## config.mk

```make
export PLATFORM = sky130hd
export DESIGN_NAME = range_frame_tx
export DESIGN_NICKNAME = d
export VERILOG_FILES = /design/src/rtl/range_frame_pkg.sv /design/src/rtl/range_frame_fifo.sv /design/src/rtl/range_frame_tx.sv
export SDC_FILE = /design/constraint.sdc
export NUM_CORES = 1
export LEC_CHECK = 0
export BUFFER_PORTS_ARGS = -buffer_cell sky130_fd_sc_hd__buf_4
export CORE_MARGIN = 3
export CORE_UTILIZATION = 52
export CTS_CLUSTER_SIZE = 16
export DETAILED_ROUTE_END_ITERATION = 8
export GPL_ROUTABILITY_DRIVEN = 0
export GPL_TIMING_DRIVEN = 0
export PLACE_DENSITY = 0.77
export SLEW_MARGIN = 10
export SYNTH_ARGS = -nofsm -noshare
export SYNTH_HDL_FRONTEND = slang
export SYNTH_SLANG_ARGS = --single-unit
```

## constraint.sdc

```tcl
create_clock -name clk -period 4.45 [get_ports clk]
set_clock_uncertainty 0.1 [all_clocks]
set_input_delay 0.445 -clock clk [delete_from_list [all_inputs] [get_ports clk]]
set_output_delay 0.445 -clock clk [all_outputs]
set_load 0.1 [all_outputs]
```

## src/rtl/range_frame_pkg.sv

```systemverilog
// range_frame_pkg: shared types and constants for the range-finder frame interface
package range_frame_pkg;
    localparam int DEFAULT_WIDTH = 8;
    typedef enum logic [1:0] {IDLE, SEND, GAP} tx_state_t;
    function automatic int count_width(input int depth);
        return $clog2(depth) + 1;
    endfunction
endpackage

```

## src/rtl/range_frame_fifo.sv

```systemverilog
// range_frame_fifo: synchronous power-of-2 FIFO, pointers carry an extra wrap bit
module range_frame_fifo import range_frame_pkg::*; #(
    parameter int WIDTH = DEFAULT_WIDTH,
    parameter int DEPTH = 16
) (
    input  logic                          clk,
    input  logic                          rst_n,
    input  logic                          push,
    input  logic [WIDTH-1:0]              wr_data,
    input  logic                          pop,
    output logic [WIDTH-1:0]              rd_data,
    output logic                          full,
    output logic                          empty,
    output logic [count_width(DEPTH)-1:0] count
);
    localparam int AW = $clog2(DEPTH);
    localparam int CW = count_width(DEPTH);
    logic [CW-1:0] wr_ptr_q, wr_ptr_d, rd_ptr_q, rd_ptr_d;
    logic [WIDTH-1:0] mem_q [DEPTH];
    logic do_push, do_pop;
    always_comb begin
        count    = wr_ptr_q - rd_ptr_q;
        empty    = wr_ptr_q == rd_ptr_q;
        full     = (wr_ptr_q ^ rd_ptr_q) == {1'b1, {AW{1'b0}}};
        do_push  = push && !full;
        do_pop   = pop && !empty;
        wr_ptr_d = wr_ptr_q + CW'(do_push);
        rd_ptr_d = rd_ptr_q + CW'(do_pop);
        rd_data  = mem_q[rd_ptr_q[AW-1:0]];
    end
    always_ff @(posedge clk or negedge rst_n) begin
        if (!rst_n) begin
            wr_ptr_q <= '0;
            rd_ptr_q <= '0;
        end else begin
            wr_ptr_q <= wr_ptr_d;
            rd_ptr_q <= rd_ptr_d;
        end
    end
    always_ff @(posedge clk) begin
        if (do_push) mem_q[wr_ptr_q[AW-1:0]] <= wr_data;
    end
endmodule

```

## src/rtl/range_frame_tx.sv

```systemverilog
// range_frame_tx: buffered go/finish frame transmitter with range capture; RANGE_FRAME_TX_EXPECT_EN adds a max-min checker
module range_frame_tx import range_frame_pkg::*; #(
    parameter int WIDTH = DEFAULT_WIDTH,
    parameter int DEPTH = 16
) (
    input  logic                          clk,
    input  logic                          rst_n,
    input  logic                          wr_en,
    input  logic [WIDTH-1:0]              wr_data,
    output logic                          full,
    output logic [count_width(DEPTH)-1:0] count,
    input  logic                          send,
    output logic                          busy,
    output logic                          reject,
    output logic [WIDTH-1:0]              data_out,
    output logic                          go,
    output logic                          finish,
    input  logic [WIDTH-1:0]              range_in,
    input  logic                          range_error,
    output logic [WIDTH-1:0]              result,
    output logic                          result_valid,
    output logic                          result_err
`ifdef RANGE_FRAME_TX_EXPECT_EN
    ,
    output logic [WIDTH-1:0]              expected,
    output logic                          mismatch
`endif
);
    localparam int CW = count_width(DEPTH);
    tx_state_t state_q, state_d;
    logic [CW-1:0] len_q, len_d, sent_q, sent_d;
    logic [WIDTH-1:0] data_q, data_d, result_q, result_d, rd_data;
    logic busy_q, busy_d, reject_q, reject_d, go_q, go_d, finish_q, finish_d;
    logic result_valid_q, result_valid_d, result_err_q, result_err_d;
    logic pop, empty, accept;
`ifdef RANGE_FRAME_TX_EXPECT_EN
    logic [WIDTH-1:0] min_q, min_d, max_q, max_d, expected_q, expected_d;
    logic mismatch_q, mismatch_d;
`endif

    range_frame_fifo #(.WIDTH(WIDTH), .DEPTH(DEPTH)) u_fifo (
        .clk(clk), .rst_n(rst_n), .push(wr_en), .wr_data(wr_data), .pop(pop),
        .rd_data(rd_data), .full(full), .empty(empty), .count(count)
    );

    always_comb begin
        state_d        = state_q;
        len_d          = len_q;
        sent_d         = sent_q;
        pop            = 1'b0;
        data_d         = '0;
        go_d           = 1'b0;
        finish_d       = 1'b0;
        reject_d       = 1'b0;
        result_valid_d = 1'b0;
        result_d       = result_q;
        result_err_d   = result_err_q;
        accept         = send && !empty && count >= CW'(2);
`ifdef RANGE_FRAME_TX_EXPECT_EN
        min_d      = min_q;
        max_d      = max_q;
        expected_d = expected_q;
        mismatch_d = 1'b0;
`endif
        case (state_q)
            IDLE: begin
                reject_d = send && !accept;
                if (accept) begin
                    pop     = 1'b1;
                    data_d  = rd_data;
                    go_d    = 1'b1;
                    len_d   = count;
                    sent_d  = CW'(1);
                    state_d = SEND;
`ifdef RANGE_FRAME_TX_EXPECT_EN
                    min_d = rd_data;
                    max_d = rd_data;
`endif
                end
            end
            SEND: begin
                if (finish_q) begin
                    result_d       = range_in;
                    result_err_d   = range_error;
                    result_valid_d = 1'b1;
                    state_d        = GAP;
`ifdef RANGE_FRAME_TX_EXPECT_EN
                    expected_d = max_q - min_q;
                    mismatch_d = (max_q - min_q) != range_in;
`endif
                end else begin
                    pop      = 1'b1;
                    data_d   = rd_data;
                    finish_d = sent_q == len_q - 1'b1;
                    sent_d   = sent_q + 1'b1;
`ifdef RANGE_FRAME_TX_EXPECT_EN
                    min_d = rd_data < min_q ? rd_data : min_q;
                    max_d = rd_data > max_q ? rd_data : max_q;
`endif
                end
            end
            default: state_d = IDLE;
        endcase
        busy_d = state_d != IDLE;
    end

    always_ff @(posedge clk or negedge rst_n) begin
        if (!rst_n) begin
            state_q        <= IDLE;
            len_q          <= '0;
            sent_q         <= '0;
            data_q         <= '0;
            busy_q         <= 1'b0;
            reject_q       <= 1'b0;
            go_q           <= 1'b0;
            finish_q       <= 1'b0;
            result_q       <= '0;
            result_valid_q <= 1'b0;
            result_err_q   <= 1'b0;
`ifdef RANGE_FRAME_TX_EXPECT_EN
            min_q      <= '0;
            max_q      <= '0;
            expected_q <= '0;
            mismatch_q <= 1'b0;
`endif
        end else begin
            state_q        <= state_d;
            len_q          <= len_d;
            sent_q         <= sent_d;
            data_q         <= data_d;
            busy_q         <= busy_d;
            reject_q       <= reject_d;
            go_q           <= go_d;
            finish_q       <= finish_d;
            result_q       <= result_d;
            result_valid_q <= result_valid_d;
            result_err_q   <= result_err_d;
`ifdef RANGE_FRAME_TX_EXPECT_EN
            min_q      <= min_d;
            max_q      <= max_d;
            expected_q <= expected_d;
            mismatch_q <= mismatch_d;
`endif
        end
    end

    assign busy         = busy_q;
    assign reject       = reject_q;
    assign data_out     = data_q;
    assign go           = go_q;
    assign finish       = finish_q;
    assign result       = result_q;
    assign result_valid = result_valid_q;
    assign result_err   = result_err_q;
`ifdef RANGE_FRAME_TX_EXPECT_EN
    assign expected = expected_q;
    assign mismatch = mismatch_q;
`endif
endmodule

```

Yosys cells after proc, flatten, opt, wreduce, memory -nomap -nowiden
Memories as Yosys holds them, arrays and structs flattened.
Index checks and enable logic that the tools add are counted.
{ "word_totals": {"reg_bits": 44, "ram_bits": 128, "inputBits": 21, "output_inout_bits": 28, "wordCells": 61, "mem_count": 1} }
{ "memory_table": {"columns": ["name", "depth", "word_bits", "read_ports", "rd_ports_with_merged_regs", "wr", "line_no", "text"], "rows": [
  ["u_fifo.mem_q", 16, 8, 1, 0, 1, "range_frame_fifo.sv:19", "logic [WIDTH-1:0] mem_q [DEPTH];"]
]} }
{ "classes": {"add_sub_neg": 5, "magnitude_cmp": 1, "eq_ne": 6, "muxes": 20, "bitwise_logic": 1, "n_reduce_logical": 14} }
{ "ops": {"columns": ["operator", "count"], "rows": [
  ["8-bit 2-to-1 mux", 2],
  ["8-bit one-hot mux with 2 select lines", 1],
  ["5-bit by 1-bit adder with 5-bit output", 2],
  ["5-bit == test", 2],
  ["1-bit 2-to-1 mux", 10],
  ["5-bit 2-to-1 mux", 2],
  ["5-bit one-hot mux with 2 select lines", 1],
  ["5-bit by 1-bit adder with 5-bit output, second input constant", 1],
  ["5-bit == test, second input constant", 1],
  ["5-bit by 2-bit greater-or-equal comparator with 1-bit output, second input constant", 1],
  ["1-bit logical AND", 5],
  ["5-bit by 1-bit subtractor with 5-bit output, second input constant", 1],
  ["5-bit subtractor", 1],
  ["5-bit bitwise XOR", 1],
  ["2-bit 2-to-1 mux", 2],
  ["2-bit inequality test, second input constant", 2],
  ["2-bit one-hot mux with 2 select lines", 1],
  ["2-bit AND reduction", 2],
  ["2-bit nonzero test", 2],
  ["1-bit logical NOT", 3],
  ["3-bit AND reduction", 1],
  ["2-bit by 1-bit == test with 1-bit output, second input constant", 1],
  ["2-bit logical NOT", 1],
  ["1-bit one-hot mux with 2 select lines", 1]
]} }

Longest topological paths before layout
{ "logic_depth": {"word_depth": 8, "depth_mapped": 14, "ltp_nobuf": 13} }

Hierarchy
Synthesis repeated with hierarchy kept, for this count alone.
{ "unflattened": {"cells_unflattened": 406, "hier_area_um2": 7144.4} }
{ "by_module_without_submodules": {"columns": ["mod", "instances", "cells_each", "area_per_inst_um2"], "rows": [
  ["range_frame_fifo", 1, 292, 5662.9],
  ["range_frame_tx", 1, 114, 1481.4]
]} }

Least setup slack after synthesis
OpenSTA, ideal clock, no wires.
{ "synth_timing": {"path_type": "register -> register", "from": "reg u_fifo.rd_ptr_q[1]", "to": "reg u_fifo.rd_ptr_q[4]", "setup_ps": 124, "arrival_ps": 4549, "t_required_ps": 4226, "slack_ps": -323, "path_stages_with_launch": 15, "synth_period_minus_slack_ps": 4773, "path_cell_list": "dfrtp_1 clkbuf_1 clkbuf_1 inv_1 fa_1 xor2_1 or3_1 o21ai_2 a211o_4 buf_6 a21oi_1 ha_1 ha_1 nand3_1 xnor2_1"} }
{ "synth_between": {"word_cells_on_any_way": 10, "classes_between": "add/sub (2); order compare (1); eq/ne (1); mux (2); reduce/logical (4)"} }
{ "synth_rtl": {"columns": ["element", "line_no", "text"], "rows": [
  ["start, declared", "range_frame_fifo.sv:18", "logic [CW-1:0] wr_ptr_q, wr_ptr_d, rd_ptr_q, rd_ptr_d;"],
  ["start signal, assigned", "range_frame_fifo.sv:37", "rd_ptr_q <= rd_ptr_d;"],
  ["5-bit subtractor", "range_frame_fifo.sv:22", "count = wr_ptr_q - rd_ptr_q;"],
  ["via count[2]", "range_frame_tx.sv:11", "output logic [count_width(DEPTH)-1:0] count,"],
  ["5-bit by 2-bit greater-or-equal comparator with 1-bit output", "range_frame_tx.sv:58", "accept = send && !empty && count >= CW'(2);"],
  ["1-bit logical AND", "range_frame_tx.sv:58", null],
  ["1-bit 2-to-1 mux", "range_frame_tx.sv:68", "if (accept) begin"],
  ["1-bit one-hot mux with 2 select lines", "range_frame_tx.sv:65", "case (state_q)"],
  ["1-bit logical AND", "range_frame_fifo.sv:26", "do_pop = pop && !empty;"],
  ["5-bit by 1-bit adder with 5-bit output", "range_frame_fifo.sv:28", "rd_ptr_d = rd_ptr_q + CW'(do_pop);"],
  ["via u_fifo.rd_ptr_d[4]", "range_frame_fifo.sv:18", null]
]} }
The timed path passes the listed nets, and every way through them passes these cells.
A chain may end at the register's enable or synchronous reset.

Worst setup path after layout
{ "layout_timing": {"from": "reg u_fifo.rd_ptr_q[1]", "to": "reg u_fifo.rd_ptr_q[4]"} }
{ "layout_between": {"elab_chain_len": 8, "word_cells_on_any_way": 10, "classes_between": "add/sub (2); order compare (1); eq/ne (1); mux (2); reduce/logical (4)"} }
{ "layout_lines": {"columns": ["element", "line_no"], "rows": [
  ["branches (longest 7 deep; another with 5-bit subtractor)", null],
  ["5-bit by 1-bit adder with 5-bit output (*)", "range_frame_fifo.sv:28"],
  ["via u_fifo.rd_ptr_d[4]", "range_frame_fifo.sv:18"]
]} }
Mark *: on every way through the listed nets, which the timed path passes.

==> impl_summary.log <==
INFO  metric run_status = completed
INFO  metric worstPathArrival = 4.21 ns
INFO  metric globalRoute.totalOverflow = 0
INFO  metric number_of_failing_hold_endpoints_at_the_final_stage = 0
INFO  metric finish.net_count = 474
INFO  metric slew-limit-headroom = a little under two fifths
INFO  metric grt_first_pass_wirelength = 21000 um
INFO  metric count_of_tritonroute_iterations_in_the_first_routing_pass = 4
INFO  metric clock_sinks = 172
INFO  metric layout-drive-gt1-share = between 20 and 30%
INFO  metric syn-num-nets = 406
INFO  metric cap_viol_max_count = 0
INFO  metric initial_antenna_violation_count = 0
INFO  metric dieHeight = 122 um
INFO  metric number_of_global_route_vias_before_repair = 3750
INFO  metric tns = 0 ns
INFO  metric cts-buffers-inserted = 17
INFO  metric drt.antenna.violating_nets = 0
INFO  metric vias = between 3000 and 4000
INFO  metric wl_per_cell = 21.5 um
INFO  metric place.detailed.hpwl = about 9000 um
INFO  metric drt_wl_total = 13500 um
INFO  metric clock_transition_at_path_regs = ~0.06 ns
INFO  metric grt_setup_unrepaired = false
INFO  metric post_cts_hold_buffer_count = 1
INFO  metric synth_enable_flop_cells = approximately 130
INFO  metric crit_start = u_fifo.rd_ptr_q[1]
INFO  metric synthFlopType = sky130_fd_sc_hd__edfxtp_1
INFO  metric mean_instance_size_in_the_synthesized_netlist = 18.9 um2
INFO  metric synth_seq_cells = 172
INFO  metric start_util = between 50 and 60%
INFO  metric maxClockFrequency = 0.250 GHz
INFO  metric drv_slew = 0
INFO  metric ys.warnings.count = 0
INFO  metric source_to_sink_clock_delay_at_the_later_pin_of_the_worst_skew_pair = 0.43 ns
INFO  metric timing.critical_path.to_type = flop
INFO  metric worst-setup-path-type = reg -> reg
INFO  metric die_area = ~15000 um2
INFO  metric fin_crit_sh = 90.0%
INFO  metric layout.core_utilization = around 64%
INFO  metric worstPathRequired = 4.66 ns
INFO  metric numPortBuffers = 48
INFO  metric flow.area_growth_from_synthesis = 16.6%
INFO  metric syn_inst_count = 374
INFO  metric tritoncts = built
INFO  metric critPathLaunchType = flop
INFO  metric setup_viol = 0
INFO  metric timing.hold.worst.start = range_error
INFO  metric ioPinCount = 49
INFO  metric worst_hold_slack = around 0.15 ns
INFO  metric cts_htree_levels = 4
INFO  metric synth.cell_area = 7050 um2
INFO  metric grtUsageTotal = 19.6%
INFO  metric synth_async_sr_flop_share = 25.6%
INFO  metric r2r_start = u_fifo.rd_ptr_q[1]
INFO  metric grt_max_degree = 45
INFO  metric row_count = 41
INFO  metric max_slew.worst_pin.slew = 0.944 ns
INFO  metric critPathMaxFanout = 10
INFO  metric cts.root.buffer_cell = sky130_fd_sc_hd__clkbuf_16
INFO  metric cts_setup_buffers = 0
INFO  metric fp.coreArea = 12900 um2
INFO  metric fin_crit_period = approximately 4.0 ns
INFO  metric via_per_inst = roughly 5.7
INFO  metric cts_max_path_buffers = 2
INFO  metric ctsResizeCount = 0
INFO  metric dp_cells = roughly 600
INFO  metric yosysSeqAreaShare = between 70% and 80%
INFO  metric drt_iter0_markers = between 300 and 400
INFO  metric instances_no_fill = 627
INFO  metric die_x = 122 um
INFO  metric hp-class = in -> reg
INFO  metric synth.lib_cells_used.distinct = 42
INFO  metric detail_route.drc_violations = 0
INFO  metric antenna_cells = 0
-- final cells by class --
cell class                 instances  area (um2)
sequential                       172        4940
fill                             935        4700
multi-input combinational        173        1960
clock buffer                      21         440
timing repair buffer              49         370
tap                              172         215
clock inverter                    11         120
buffer                            14         116
inverter                          15        58.8
-- routing by layer --
metal / up-vias / GRT usage (%) / routed length, um
li1: 1607 / - / -
met1: 1813 / 25.4 / 5530
met2: 133 / 31.8 / 6620
met3: 23 / 5.58 / 1000
met4: 0 / 7.77 / 301
met5: - / 0 / 0
-- synth_stat cells, types with 6 or more instances --
| cell | instances | area, um2 |
|---|---|---|
| sky130_fd_sc_hd__xor2_1 | 10 | 87.6 |
| sky130_fd_sc_hd__dfrtp_1 | 44 | 1100 |
| sky130_fd_sc_hd__xnor2_1 | 10 | 87.6 |
| sky130_fd_sc_hd__a21boi_1 | 8 | 60.1 |
| sky130_fd_sc_hd__o21ai_0 | 6 | 30.0 |
| sky130_fd_sc_hd__mux4_2 | 22 | 495 |
| sky130_fd_sc_hd__mux4_1 | 18 | 473 |
| sky130_fd_sc_hd__inv_1 | 13 | 48.8 |
| sky130_fd_sc_hd__nand2_1 | 8 | 30.0 |
| sky130_fd_sc_hd__ha_1 | 10 | 125 |
| sky130_fd_sc_hd__a21oi_1 | 6 | 30.0 |
| sky130_fd_sc_hd__edfxtp_1 | 128 | 3840 |
| sky130_fd_sc_hd__clkbuf_1 | 8 | 30.0 |
| sky130_fd_sc_hd__nand3_1 | 8 | 40.0 |
| sky130_fd_sc_hd__nor3_1 | 7 | 35.0 |
| sky130_fd_sc_hd__mux2_2 | 9 | 101 |
| sky130_fd_sc_hd__nor2_1 | 20 | 75.1 |
-- critical path, stage by stage, from the launching register on --
cell and delay [ns]:
sky130_fd_sc_hd__dfrtp_1 0.35, sky130_fd_sc_hd__clkbuf_1 0.29, sky130_fd_sc_hd__clkbuf_1 0.54, sky130_fd_sc_hd__inv_1 0.19, sky130_fd_sc_hd__fa_1 0.52, sky130_fd_sc_hd__a21o_1 0.21, sky130_fd_sc_hd__a21oi_2 0.20, sky130_fd_sc_hd__xnor2_1 0.15
sky130_fd_sc_hd__a211o_4 0.40, sky130_fd_sc_hd__buf_6 0.16, sky130_fd_sc_hd__a21oi_1 0.14, sky130_fd_sc_hd__ha_1 0.19, sky130_fd_sc_hd__ha_1 0.19, sky130_fd_sc_hd__nand3_1 0.10, sky130_fd_sc_hd__xnor2_1 0.17
-- final timing paths --
path | to | cells past startpoint | slack, ns
worst max-delay path | u_fifo.rd_ptr_q[4] | 14 | 0.45
worst min-delay path | result_err | 2 | 0.15
worst max register to register | u_fifo.rd_ptr_q[4] | 14 | 0.45
worst min register to register | result_err | 1 | 0.41
max in group asynchronous | data_out[5] | 2 | 3.42
min in group asynchronous | sent_q[3] | 2 | 0.45
-- kinds of logic after synthesis --
kind of cell / Yosys count / synth area share, %
DFF: 172 / 70.1
and+or+nand+nor: 60 / 4.12
muxes: 53 / 15.8
AOI/OAI and AO/OA: 29 / 2.89
buffers and inverters: 29 / 2.48
xor gates and xnor gates: 20 / 2.48
adders and majority gates: 11 / 2.06
-- sequential cells by signal, summed over array words and instances (netlist names) --
signal           cells
state_q              2
result_err           1
finish               1
u_fifo.wr_ptr_q      5
u_fifo.mem_q       128
go                   1
len_q                5
busy                 1
reject               1
sent_q               5
result_valid         1
result               8
u_fifo.rd_ptr_q      5
data_out             8
-- through the flow --
stage / instance area (um2) / setup WS [ns]
6_report: 8230 / 0.447
5_1_grt: 8230 / 0.129
4_1_cts: 8230 / 0.414
3_5_place_dp: 7650 / 0.417
3_3_place_gp: 7630 / 0.384
2_1_floorplan: 7060 / 0.269
-- layout by cell type (no fill, tap or decap), types with 4 or more instances in the layout --
cell type,instances
sky130_fd_sc_hd__edfxtp_1,128
sky130_fd_sc_hd__buf_4,48
sky130_fd_sc_hd__dfrtp_1,44
sky130_fd_sc_hd__mux4_2,22
sky130_fd_sc_hd__nor2_1,20
sky130_fd_sc_hd__mux4_1,18
sky130_fd_sc_hd__clkbuf_16,17
sky130_fd_sc_hd__inv_1,13
sky130_fd_sc_hd__clkbuf_1,12
sky130_fd_sc_hd__xnor2_1,10
sky130_fd_sc_hd__ha_1,10
sky130_fd_sc_hd__xor2_1,9
sky130_fd_sc_hd__mux2_2,9
sky130_fd_sc_hd__nand3_1,8
sky130_fd_sc_hd__nand2_1,8
sky130_fd_sc_hd__a21boi_1,8
sky130_fd_sc_hd__o21ai_0,6
sky130_fd_sc_hd__a21oi_1,6
sky130_fd_sc_hd__nand4_1,4
sky130_fd_sc_hd__or3_1,4
sky130_fd_sc_hd__nor3_2,4
Power is left out: the tool's default activity adds up to more than one toggle a clock period on the data nets, which glitch-free logic cannot reach.
